--- config.mk ---
export PLATFORM = sky130hd
export DESIGN_NAME = fetch_redirect_arbiter
export DESIGN_NICKNAME = d
export VERILOG_FILES = /design/src/rtl/fetch_redirect_arbiter.sv
export SDC_FILE = /design/constraint.sdc
export NUM_CORES = 1
export LEC_CHECK = 0
export ABC_AREA = 1
export CAP_MARGIN = 10
export CORE_MARGIN = 2
export CORE_UTILIZATION = 35
export CTS_CLUSTER_SIZE = 10
export DETAILED_ROUTE_END_ITERATION = 8
export PLACE_DENSITY = 0.79
export SYNTH_ARGS = -nofsm -noshare
export SYNTH_HDL_FRONTEND = slang
export SYNTH_SLANG_ARGS = --single-unit
--- constraint.sdc ---
create_clock -name clk -period 8.59 [get_ports clk]
set_clock_uncertainty 0.1 [all_clocks]
set_input_delay 2.577 -clock clk [delete_from_list [all_inputs] [get_ports clk]]
set_output_delay 2.577 -clock clk [all_outputs]
set_load 0.02 [all_outputs]
--- src/rtl/fetch_redirect_arbiter.sv ---
// Selects the oldest front-end redirect (trap first, then smallest ROB age) and runs the post-redirect flush window.
// Optional REDIRECT_PERF_CNT_EN adds redirect / bubble-cycle performance counters.
module fetch_redirect_arbiter #(
    parameter int unsigned ADDR_WIDTH = 32,
    parameter int unsigned ROB_IDX_W = 5,
    parameter int unsigned FLUSH_CYCLES = 2,
    parameter logic [ADDR_WIDTH-1:0] RESET_PC = 32'h80000000
) (
    input  logic                    clk,
    input  logic                    reset,
    input  logic [2:0]              br_valid_i,
    input  logic [3*ROB_IDX_W-1:0]  br_rob_idx_i,
    input  logic [3*ADDR_WIDTH-1:0] br_target_i,
    input  logic [ROB_IDX_W-1:0]    rob_head_i,
    input  logic                    trap_valid_i,
    input  logic [ADDR_WIDTH-1:0]   trap_target_i,
    output logic                    misprediction_o,
    output logic [ADDR_WIDTH-1:0]   correct_pc_o,
    output logic                    buble_o,
    output logic                    flush_o,
    output logic                    flush_all_o,
    output logic [ROB_IDX_W-1:0]    flush_rob_idx_o,
    output logic                    busy_o,
    output logic [31:0]             perf_redirects_o,
    output logic [31:0]             perf_bubble_cycles_o
);

    typedef enum logic [1:0] {IDLE, ISSUE, FLUSH} state_t;

    localparam logic [3:0] FLUSH_INIT = 4'(FLUSH_CYCLES - 1);

    state_t                  state;
    logic [3:0]              cnt;
    logic [ROB_IDX_W-1:0]    act_idx;
    logic                    act_trap;

    logic                    cand_valid;
    logic                    cand_trap;
    logic [ROB_IDX_W-1:0]    cand_idx;
    logic [ROB_IDX_W-1:0]    cand_age;
    logic [ADDR_WIDTH-1:0]   cand_target;
    logic [ROB_IDX_W-1:0]    act_age;
    logic [ROB_IDX_W-1:0]    unit_age;
    logic                    take;

    // Traps squash everything, so their flush index is simply the current head.
    always_comb begin
        cand_valid  = 1'b0;
        cand_trap   = 1'b0;
        cand_idx    = '0;
        cand_age    = '1;
        cand_target = '0;
        unit_age    = '0;
        if (trap_valid_i) begin
            cand_valid  = 1'b1;
            cand_trap   = 1'b1;
            cand_idx    = rob_head_i;
            cand_age    = '0;
            cand_target = trap_target_i;
        end else begin
            for (int unsigned i = 0; i < 3; i++) begin
                unit_age = br_rob_idx_i[i*ROB_IDX_W +: ROB_IDX_W] - rob_head_i;
                if (br_valid_i[i] && (!cand_valid || unit_age < cand_age)) begin
                    cand_valid  = 1'b1;
                    cand_idx    = br_rob_idx_i[i*ROB_IDX_W +: ROB_IDX_W];
                    cand_age    = unit_age;
                    cand_target = br_target_i[i*ADDR_WIDTH +: ADDR_WIDTH];
                end
            end
        end
        act_age = act_idx - rob_head_i;
        take = cand_valid &&
               (state == IDLE || cand_trap || (!act_trap && cand_age < act_age));
    end

    always_ff @(posedge clk) begin
        if (reset) begin
            state           <= IDLE;
            cnt             <= '0;
            act_idx         <= '0;
            act_trap        <= 1'b0;
            misprediction_o <= 1'b0;
            flush_o         <= 1'b0;
            flush_all_o     <= 1'b0;
            buble_o         <= 1'b0;
            busy_o          <= 1'b0;
            correct_pc_o    <= RESET_PC;
            flush_rob_idx_o <= '0;
        end else if (take) begin
            state           <= ISSUE;
            cnt             <= '0;
            act_idx         <= cand_idx;
            act_trap        <= cand_trap;
            misprediction_o <= 1'b1;
            flush_o         <= 1'b1;
            flush_all_o     <= cand_trap;
            buble_o         <= 1'b1;
            busy_o          <= 1'b1;
            correct_pc_o    <= cand_target;
            flush_rob_idx_o <= cand_idx;
        end else begin
            misprediction_o <= 1'b0;
            flush_o         <= 1'b0;
            flush_all_o     <= 1'b0;
            case (state)
                ISSUE: begin
                    if (FLUSH_CYCLES <= 1) begin
                        state   <= IDLE;
                        buble_o <= 1'b0;
                        busy_o  <= 1'b0;
                    end else begin
                        state <= FLUSH;
                        cnt   <= FLUSH_INIT;
                    end
                end
                FLUSH: begin
                    if (cnt == '0) begin
                        state   <= IDLE;
                        buble_o <= 1'b0;
                        busy_o  <= 1'b0;
                    end else begin
                        cnt <= cnt - 4'd1;
                    end
                end
                default: begin
                    buble_o <= 1'b0;
                    busy_o  <= 1'b0;
                end
            endcase
        end
    end

`ifdef REDIRECT_PERF_CNT_EN
    always_ff @(posedge clk) begin
        if (reset) begin
            perf_redirects_o     <= '0;
            perf_bubble_cycles_o <= '0;
        end else begin
            perf_redirects_o     <= perf_redirects_o + {31'd0, misprediction_o};
            perf_bubble_cycles_o <= perf_bubble_cycles_o + {31'd0, buble_o};
        end
    end
`else
    assign perf_redirects_o     = '0;
    assign perf_bubble_cycles_o = '0;
`endif

endmodule
==> metrics.md <==
| Metric | Value |
|---|---|
| Status | `finished, final reports clean` |
| Global route total overflow | `0` |
| Fin util | `51.1%` |
| Cell Area, Synth | `4560 sq um` |
| Wire per inst | `14.9 microns` |
| Synth top cells by count | `nand2_1, o21ai_0, buf_4, a21oi_1, nor2_1` |
| Final setup viols | `0` |
| TritonCTS Buffers | `5` |
| Clock transition at path regs | `0.06 ns` |
| CP startpoint kind | `input port` |
| Fillers | `1262` |
| GRT Util Overall | `20.9%` |
| Post-synth EDFFs | `0` |
| Power Density | `157 nW/um^2` |
| Async SR Flop Fraction | `0%` |
| Max VDD drop | `0.0755 mV` |
| TritonRoute pass-1 iters | `4` |
| Number of I/O port buffers | `195` |
| Synthesis Warnings | `0` |
| Most common cell in the synthesized netlist | `nand2_1` |
| Crit-path max cell delay | `0.54 ns` |
| CTS root buf | `clkbuf_16` |
| Final antenna diode count | `0` |
| TNS Setup | `0 ns` |
| HPWL Detailed | `12.2 mm` |
| Mean post-synth cell area | `6.48 sq um` |
| GPL Wtd Cong | `0.946` |
| H-Tree Depth | `2` |
| Cts-stage hold buffer count | `0` |
| Largest net degree at the start of global routing | `76` |
| Final slew viol count | `0` |
| Final ANT Viol Nets | `0` |
| Sequential share of the synthesized area | `20.6%` |
| Most frequent cell on the critical path | `nand2_1` |
| Setup CP Type | `in2reg` |
| # nets final | `1049` |
| Initial DRC Count | `365` |
| First-pass GRT wire length | `23.7 mm` |
| RSZ-0062 raised after global routing | `false` |
| Fin crit share | `93.6%` |
| Critical Path AT | `8.11 ns` |
| Final Power | `1.02 mW` |
| Initial core utilization | `36.0%` |
| Pleak | `2.87 nW` |
| WP data required | `8.66 ns` |
| Worst slew pin tran | `1.15 ns` |
| CP max-delay cell | `clkdlybuf4s50_1` |
| Top FF cell, synth | `dfxtp_1` |
| Core area | `12700 sq um` |
| P&R area growth vs syn | `42.0%` |
| Synth Register Bits | `47` |
| Placed instance count | `1024` |
| Final Hold Fails | `0` |
| Post-synthesis instance total | `703` |
| Final Instance Count excl. Fillers | `1033` |
| Crit Path Max Fanout | `42` |
| Die width | `118 microns` |
| Vias in the first global route | `4539` |
| Max Clock Freq | `124 MHz` |
| Sum of buffers and inverters on the critical path | `6` |
| Die area | `14000 sq um` |
| Clock Latency Late Sink | `0.28 ns` |
| Initial antenna violation count | `0` |
| Longest Clk Path Bufs | `2` |
| Share of cells above drive strength 1 | `3.60%` |
| Post-route minimum period | `8.04 ns` |
| FP Rows | `41` |
| CP endpoint kind | `flip-flop` |
| Via Count | `5081` |
| Library cells used by synthesis | `28` |
| Top-area cell type share of the netlist area | `20.6%` |
| Synth top area cells | `dfxtp_1, buf_4, nand2_1, o21ai_0, ha_1` |
| Die height | `118 microns` |
| Final wirelength | `15.3 mm` |
| Leading area contributor after synthesis | `dfxtp_1` |
| Vias/cell | `4.92` |
| CTS tree | `yes` |
| Worst relative slew slack | `23.5%` |
| DRC Markers | `0` |
| Crit path max-delay family | `simple AND/OR/NAND/NOR gates` |
| Ports | `260` |
| Max Cap Viol | `0` |
| TritonCTS Sinks | `47` |
| Worst Hold Class | `reg2reg` |
[through the flow]
| stage | setup slack (ns) | instance area, sq um | hold slack [ns] |
|---|---|---|---|
| 3_5_place_dp | 0.127 | 6270 | 0.358 |
| 3_3_place_gp | 0.295 | 6270 | 0.344 |
| 6_report | 0.554 | 6470 | 0.364 |
| 5_1_grt | 0.0133 | 6470 | 0.383 |
| 4_1_cts | 0.421 | 6430 | 0.367 |
| 2_1_floorplan | 0.989 | 4790 | 0.339 |
[repair_timing]
action / in CTS / in global routing
gates resized for setup: 0 / 6
endpoints found under the hold margin: 0 / 0
endpoints found under the setup margin: 0 / 46
buffers inserted: 0 / 2
[worst register-to-register path: cells and delay by family (launching register included)]
family,cells,cell delay [ns]
AND/OR/NAND/NOR,9,0.79
adder cells (fa/ha/maj),3,0.84
AO/OA/AOI/OAI,1,0.26
XOR/XNOR,1,0.19
flip-flops,1,0.33
buffers and inverters,3,0.36
[power by group]
group          internal (mW)  total (mW)  switching (mW)
combinational          0.223       0.538           0.315
sequential             0.249       0.269          0.0193
clock                  0.136       0.212          0.0764
total                  0.608        1.02           0.411
[logic make-up (layout without fill, tap and decap cells)]
group	count (synthesis)	count (layout)	synth area share (%)
fa+ha+maj	34	34	9.99
compound gates	173	173	20.0
flops	47	47	20.6
other cells	1	64	0.0823
simple gates	279	279	27.0
buf+inv	154	249	19.5
xor+xnor	15	15	2.88
[cell usage in the layout, fill, tap and decap left out]
master,Yosys,routed
clkdlybuf4s50_1,0,193
nand2_1,127,127
o21ai_0,94,93
conb_1,1,64
a21oi_1,57,57
nor2_1,55,55
nand3_1,51,51
dfxtp_1,47,47
nand4_1,36,36
inv_1,35,33
ha_1,30,30
o211ai_1,13,13
buf_4,70,9
nand2_2,8,8
xor2_1,8,8
xnor2_1,7,7
clkbuf_16,0,5
o21ai_1,3,4
fa_1,4,4
o22ai_1,3,3
clkinvlp_4,0,2
nand3_2,1,1
a211oi_1,1,1
or2_2,1,1
a31oi_1,1,1
a2111oi_1,0,1
inv_2,0,1
clkbuf_1,40,1
bufinv_16,0,1
dlymetal6s2s_1,0,1
buf_2,1,1
buf_6,6,1
buf_12,0,1
[sequential cells by signal, indices dropped and copies added (netlist names)]
register and flops:
busy_o 1, cnt 4, flush_o 1, act_idx 5
act_trap 1, correct_pc_o 32, state 2, flush_all_o 1
[routing by layer]
metal | wire (microns) | vias up | global-route usage, %
met5 | 0 | - | 0
li1 | - | 2558 | -
met4 | 276 | 0 | 5.65
met2 | 7170 | 232 | 34.4
met1 | 6850 | 2271 | 29.1
met3 | 1050 | 20 | 2.13
[area by class of cell]
class / count / area, sq um / area share, %
Sequential cell: 47 / 941 / 14.5
Multi-Input combinational cell: 565 / 2970 / 45.8
Timing Repair Buffer: 206 / 2050 / 31.6
Tap cell: 172 / 215 / 3.32
Clock inverter: 1 / 30.0 / 0.464
Clock buffer: 6 / 129 / 1.99
Inverter: 36 / 143 / 2.20
[worst paths after layout]
| check | start | end | slack, ns | depth (start not counted) |
|---|---|---|---|---|
| setup / recovery | rob_head_i[1] | cnt[0] | 0.55 | 36 |
| hold reg to reg | correct_pc_o[1] | correct_pc_o[1] | 0.36 | 2 |
| hold / removal | correct_pc_o[1] | correct_pc_o[1] | 0.36 | 2 |
| setup reg to reg | act_idx[0] | cnt[0] | 5.63 | 17 |
No activity file was read; power rests on OpenSTA's default activity.
